[config.mk]
export PLATFORM = sky130hd
export DESIGN_NAME = hoop_shot_detector
export DESIGN_NICKNAME = d
export VERILOG_FILES = /design/src/rtl/hoop_shot_detector_pkg.sv /design/src/rtl/hoop_shot_detector_sensor_debounce.sv /design/src/rtl/hoop_shot_detector.sv
export SDC_FILE = /design/constraint.sdc
export NUM_CORES = 1
export LEC_CHECK = 0
export BUFFER_PORTS_ARGS = -buffer_cell sky130_fd_sc_hd__buf_4
export CAP_MARGIN = 25
export CELL_PAD_IN_SITES_DETAIL_PLACEMENT = 0
export CELL_PAD_IN_SITES_GLOBAL_PLACEMENT = 1
export CORE_ASPECT_RATIO = 0.75
export CORE_MARGIN = 3
export CORE_UTILIZATION = 50
export DETAILED_ROUTE_END_ITERATION = 7
export HOLD_SLACK_MARGIN = 0.06
export PLACE_DENSITY_LB_ADDON = 0.05
export SYNTH_ARGS = -nofsm -noshare
export SYNTH_HDL_FRONTEND = slang
export SYNTH_SLANG_ARGS = --single-unit
[constraint.sdc]
create_clock -name clock -period 6.9 [get_ports clock]
set_clock_uncertainty 0.05 [all_clocks]
set_input_delay 1.725 -clock clock [delete_from_list [all_inputs] [get_ports clock]]
set_output_delay 1.725 -clock clock [all_outputs]
set_load 0.02 [all_outputs]
[src/rtl/hoop_shot_detector_pkg.sv]
// Shared types and constants for the hoop shot detector.
// Point values and the saturating score helper live here.
package hoop_pkg;

    typedef enum logic [1:0] {
        IDLE    = 2'd0,
        ARMED   = 2'd1,
        HOLDOFF = 2'd2
    } state_t;

    localparam logic [1:0] POINTS_CH0 = 2'd1;
    localparam logic [1:0] POINTS_CH1 = 2'd2;
    localparam logic [1:0] POINTS_CH2 = 2'd3;
    localparam logic [7:0] SCORE_MAX  = 8'd99;

    // 9-bit sum so an overflow past 255 could never wrap before the clamp.
    function automatic logic [7:0] sat_add(input logic [7:0] total, input logic [1:0] pts);
        logic [8:0] sum;
        sum = {1'b0, total} + {7'b0, pts};
        return (sum > {1'b0, SCORE_MAX}) ? SCORE_MAX : sum[7:0];
    endfunction

endpackage

[src/rtl/hoop_shot_detector_sensor_debounce.sv]
// One hoop switch channel: 2-flop synchronizer, stability counter and
// the debounced level register.
module sensor_debounce #(
    parameter int unsigned DEBOUNCE_CYCLES = 500000
) (
    input  logic clock,
    input  logic reset,
    input  logic raw,
    output logic clean
);

    localparam int unsigned CW = (DEBOUNCE_CYCLES < 1) ? 1 : $clog2(DEBOUNCE_CYCLES + 1);
    localparam logic [CW-1:0] CNT_LAST = CW'(DEBOUNCE_CYCLES - 1);

    logic          sync1_q;
    logic          sync2_q;
    logic [CW-1:0] cnt_q;
    logic [CW-1:0] cnt_d;
    logic          clean_q;
    logic          clean_d;

    always_ff @(posedge clock) begin
        if (reset) begin
            sync1_q <= 1'b0;
            sync2_q <= 1'b0;
            cnt_q   <= '0;
            clean_q <= 1'b0;
        end else begin
            sync1_q <= raw;
            sync2_q <= sync1_q;
            cnt_q   <= cnt_d;
            clean_q <= clean_d;
        end
    end

    // Toggle on the cycle the count would reach DEBOUNCE_CYCLES.
    always_comb begin
        cnt_d   = '0;
        clean_d = clean_q;
        if (sync2_q != clean_q) begin
            if (cnt_q == CNT_LAST) begin
                clean_d = ~clean_q;
            end else begin
                cnt_d = cnt_q + 1'b1;
            end
        end
    end

    assign clean = clean_q;

endmodule

[src/rtl/hoop_shot_detector.sv]
// Turns three raw hoop switches into single-cycle scoring strobes, gated by
// the game window, with a post-score holdoff and a saturating points total.
module hoop_shot_detector
    import hoop_pkg::*;
#(
    parameter int unsigned DEBOUNCE_CYCLES = 500000,
    parameter int unsigned HOLDOFF_CYCLES  = 25000000
) (
    input  logic       clock,
    input  logic       reset,
    input  logic [2:0] sensor_in,
    input  logic       game_active,
    output logic       score_pulse,
    output logic [1:0] score_points,
    output logic [7:0] shot_count,
    output logic [2:0] sensor_clean,
    output logic       holdoff
);

    localparam int unsigned HCW = (HOLDOFF_CYCLES < 1) ? 1 : $clog2(HOLDOFF_CYCLES + 1);
    localparam logic [HCW-1:0] HOLD_LOAD = HCW'(HOLDOFF_CYCLES);

    logic [2:0]     clean;
    logic [2:0]     clean_prev_q;
    logic [2:0]     rise;
    logic [1:0]     rise_points;
    logic           game_prev_q;
    logic           game_rise;

    state_t         state_q, state_d;
    logic [HCW-1:0] hold_cnt_q, hold_cnt_d;
    logic           pulse_q, pulse_d;
    logic [1:0]     points_q, points_d;
    logic [7:0]     count_q, count_d;
    logic           holdoff_q, holdoff_d;

    for (genvar i = 0; i < 3; i++) begin : g_chan
        sensor_debounce #(
            .DEBOUNCE_CYCLES(DEBOUNCE_CYCLES)
        ) u_debounce (
            .clock(clock),
            .reset(reset),
            .raw  (sensor_in[i]),
            .clean(clean[i])
        );
    end

    assign rise      = clean & ~clean_prev_q;
    assign game_rise = game_active & ~game_prev_q;

    always_comb begin
        rise_points = 2'd0;
        if (rise[2]) begin
            rise_points = POINTS_CH2;
        end else if (rise[1]) begin
            rise_points = POINTS_CH1;
        end else if (rise[0]) begin
            rise_points = POINTS_CH0;
        end
    end

    always_ff @(posedge clock) begin
        if (reset) begin
            clean_prev_q <= 3'b000;
            game_prev_q  <= 1'b0;
            state_q      <= IDLE;
            hold_cnt_q   <= '0;
            pulse_q      <= 1'b0;
            points_q     <= 2'd0;
            count_q      <= 8'd0;
            holdoff_q    <= 1'b0;
        end else begin
            clean_prev_q <= clean;
            game_prev_q  <= game_active;
            state_q      <= state_d;
            hold_cnt_q   <= hold_cnt_d;
            pulse_q      <= pulse_d;
            points_q     <= points_d;
            count_q      <= count_d;
            holdoff_q    <= holdoff_d;
        end
    end

    // game_active low always wins over a coincident edge.
    always_comb begin
        state_d    = state_q;
        hold_cnt_d = hold_cnt_q;
        pulse_d    = 1'b0;
        points_d   = 2'd0;
        count_d    = count_q;
        unique case (state_q)
            IDLE: begin
                if (game_rise) begin
                    count_d = 8'd0;
                    state_d = ARMED;
                end
            end
            ARMED: begin
                if (!game_active) begin
                    state_d = IDLE;
                end else if (|rise) begin
                    pulse_d    = 1'b1;
                    points_d   = rise_points;
                    count_d    = sat_add(count_q, rise_points);
                    hold_cnt_d = HOLD_LOAD;
                    state_d    = HOLDOFF;
                end
            end
            HOLDOFF: begin
                if (!game_active) begin
                    state_d = IDLE;
                end else if (hold_cnt_q == '0) begin
                    state_d = ARMED;
                end else begin
                    hold_cnt_d = hold_cnt_q - 1'b1;
                end
            end
            default: state_d = IDLE;
        endcase
        // The pulse cycle is excluded so holdoff spans exactly HOLDOFF_CYCLES.
        holdoff_d = (state_q == HOLDOFF) && (state_d == HOLDOFF);
    end

    assign score_pulse  = pulse_q;
    assign score_points = points_q;
    assign shot_count   = count_q;
    assign sensor_clean = clean;
    assign holdoff      = holdoff_q;

endmodule
==> summary.txt <==
Run status
  – Status: finished, final reports clean

Critical path
  – Crit path max-delay family: simple AND/OR/NAND/NOR gates
  – Req. time, crit path: 7.12 ns
  – CP Buf/Inv Count: 1
  – Cell mode on critical path: nor2b_1
  – Worst-path maximum fanout: 9
  – CP endpoint kind: flip-flop
  – CP max stage delay: 0.67 ns
  – Data arrival, critical path: 3.44 ns
  – Critical path startpoint category: flip-flop
  – CP cell instances: nor2b_1 -> o21bai_1 -> ha_1 -> inv_1 -> fa_1 -> nor3_1 -> nor3b_1 -> or4_1 -> nor2b_1 -> o21ai_0
  – Type of the worst setup path: reg2reg
  – Slowest-stage cell, CP: or4_1

Synthesis
  – Adder-cell share of the synthesized area: 1.94%
  – Largest family of logic cells by synthesized area: simple AND/OR/NAND/NOR gates
  – XOR/XNOR Fraction of Synth Area: 12.7%
  – Mapped cell area: 4910 µm²
  – Ys async rst share: 0%
  – Synth Area in Compound Gates: 6.91%
  – Synth warn: 0
  – Yosys cell types: 56
  – Syn Area/Cell: 8.60 µm²
  – Synth Area in Simple Gates: 30.6%
  – Post-Syn Instances: 571
  – Synthesized net count: 584
  – Post-synth EDFFs: 0
  – Seq/Total Area, Yosys: 44.4%
  – Top FF cell, synth: dfxtp_1
  – Post-synthesis mux area share: 0.612%
  – Flops & latches, synth: 109

Cells and area
  – Final core utilization: 58.1%
  – Most common cell after layout, fill and taps aside: dfxtp_1
  – Area Growth Syn to Fin: 10.1%
  – Post-Layout Inst Area: 5410 µm²
  – Most frequent cells in the layout: dfxtp_1 (109), nor2_1 (97), xor2_1 (44)
  – Ant diodes: 0
  – Nets: 597
  – Fill count: 908
  – Share of cells above drive strength 1: 7.30%

Power
  – LEAKAGE: 1.88 nW
  – Total Power: 1.13 mW
  – P_int: 0.893 mW
  – NetSw: 0.233 mW
  – VDD IR max: 127 µV
  – Pwr dens: 208 nW/µm²
  – Comb pwr share: 1.8%
  – Sequential power share: 56.3%
  – Clock power frac: 41.9%
  – Net switching fraction of the power: 20.7%

Clock network
  – Max clock buf depth: 2
  – Clock Tree Root: clkbuf_16
  – CTS sink count: 109
  – Number of hold buffers added after cts: 0
  – CTS tree: yes
  – Postcts setup bufs: 0
  – H-tree lvl count: 3
  – Clock slew at reported path FFs: 0.07 ns
  – Post_cts resized: 0
  – Clock Latency Late Sink: 0.34 ns
  – CTS Buf Count: 9

Detailed routing
  – DR WL/cell: 13.1 µm
  – Vias/cell: 5.27
  – Vias: 3782
  – Final wirelength: 9380 µm
  – Starting DRC count in detailed routing: 246
  – DRC: 0
  – Routed Antenna Nets: 0
  – First drt pass iteration count: 4

STA
  – Setup TNS: 0 ns
  – Fin. Hold Viols: 0
  – FMAX: 0.310 GHz
  – Final setup fails: 0
  – Hold slack: 0.388 ns
  – Slew @ Worst Pin: 0.636 ns
  – Pins Over Slew Limit: 0
  – Rel. slew slack: 57.2%
  – Min Tclk post-route: 3.22 ns
  – Final cycle utilization of the critical path: 46.7%
  – RSZ-0062 raised after global routing: no

Floorplan
  – Die Span Y: 91.8 µm
  – Io pins: 21
  – Starting Density: 52.7%
  – # rows: 30
  – Die Width: 120 µm
  – Core ar.: 9310 µm²
  – Die Area: 11100 µm²

GRT
  – Largest net degree at the start of global routing: 36
  – Vias in the first global route: 3431
  – Total track usage: 18.1%
  – First-pass GRT wire length: 16400 µm
  – Initial antenna violation count: 0
  – Gr ovfl total: 0

Placed design
  – HPWL Detailed: 6780 µm
  – IO buf count: 20
  – Placed standard-cell area: 5130 µm²
  – Routability cong.: 0.800

Run
  – Maxcap violations: 0

Min path
  – Hold WC Path Type: reg2reg
layout make-up:
type / count / area [µm²] / area share [%]
flip-flops and latches: 109 / 2180 / 40.4
repair buffers: 20 / 150 / 2.78
clock buffers: 13 / 250 / 4.63
inverters: 15 / 56.3 / 1.04
well taps: 128 / 160 / 2.96
clock inverters: 3 / 21.3 / 0.393
multi-input cells: 429 / 2590 / 47.8
sequential cells by signal, indices dropped and copies added, names as in the netlist:
signal and flops:
g_chan.u_debounce.cnt_q 57, hold_cnt_q 25, shot_count 8, clean_prev_q 3, g_chan.u_debounce.clean 3, g_chan.u_debounce.sync1_q 3, g_chan.u_debounce.sync2_q 3, score_points 2
state_q 2, game_prev_q 1, holdoff 1, score_pulse 1
metrics by stage:
step	setup WS (ns)	cells
CTS	3.68	717
global placement	3.73	701
global route	3.35	717
floorplan	3.99	571
detailed placement	3.71	701
finish	3.68	717
synth_stat cells, drive strengths merged, types with 2 or more instances:
| library cell | count | area share, % |
|---|---|---|
| dfxtp | 109 | 44 |
| nor2 | 97 | 7.4 |
| xor2 | 44 | 7.8 |
| nand2 | 41 | 3.2 |
| nand3 | 36 | 3.7 |
| xnor2 | 27 | 4.8 |
| nor3 | 25 | 2.7 |
| nor2b | 19 | 2.4 |
| a21oi | 18 | 1.8 |
| nand4 | 17 | 2.2 |
| inv | 15 | 1.1 |
| and3 | 12 | 1.5 |
| nor4 | 12 | 2.0 |
| or3 | 11 | 1.5 |
| buf | 10 | 1.1 |
| o21ai | 9 | 0.99 |
| clkbuf | 8 | 0.61 |
| ha | 6 | 1.5 |
| nand2b | 5 | 0.64 |
| a31oi | 4 | 0.64 |
| or4 | 4 | 0.61 |
| and2 | 3 | 0.41 |
| and4 | 3 | 0.54 |
| mux2i | 3 | 0.61 |
| nor4b | 3 | 0.54 |
| o31ai | 3 | 0.46 |
| a211oi | 2 | 0.31 |
| a21o | 2 | 0.31 |
| nor3b | 2 | 0.31 |
| o2111ai | 2 | 0.36 |
| o22ai | 2 | 0.25 |
| o311a | 2 | 0.41 |
| o41ai | 2 | 0.36 |
worst register-to-register path, delay by kind of cell (launching register included):
family                     cells  cell delay (ns)
DFF                            1             0.40
buffers and inverters          1             0.06
adders and majority gates      2             0.74
AOI/OAI and AO/OA              2             0.32
and+or+nand+nor                5             1.58
kinds of logic (layout without fill, tap and decap cells):
| group | count (synthesis) | in the layout |
|---|---|---|
| xor gates and xnor gates | 71 | 71 |
| buffers and inverters | 33 | 51 |
| DFF | 109 | 109 |
| muxes | 3 | 3 |
| and+or+nand+nor | 296 | 296 |
| AOI/OAI and AO/OA | 52 | 52 |
| adders and majority gates | 7 | 7 |
final timing paths:
path | start | depth (start not counted) | slack [ns] | endpoint
setup / recovery | g_chan[2].u_debounce.clean | 10 | 3.68 | shot_count[0]
hold / removal | g_chan[0].u_debounce.sync1_q | 1 | 0.39 | g_chan[0].u_debounce.sync2_q
setup reg to reg | g_chan[2].u_debounce.clean | 10 | 3.68 | shot_count[0]
hold reg to reg | g_chan[0].u_debounce.sync1_q | 1 | 0.39 | g_chan[0].u_debounce.sync2_q
metal layers:
metal / global-route usage, % / part of all wire [%] / vias up
met3: 4.44 / 3.7 / 7
li1: - / - / 1993
met1: 27.0 / 54 / 1725
met2: 25.5 / 41 / 57
met5: 0 / 0 / -
met4: 5.75 / 0.97 / 0
power by group through the flow:
| stage | registers, mW | clock network, mW | logic, mW |
|---|---|---|---|
| after floorplan | 0.647 | 0 | 0.0149 |
| after global placement | 0.648 | 0 | 0.0206 |
| after detailed placement | 0.648 | 0 | 0.0209 |
| after CTS | 0.633 | 0.493 | 0.0210 |
| after global routing | 0.634 | 0.515 | 0.0235 |
| final | 0.634 | 0.472 | 0.0207 |
(Power assumes the default switching activity.)
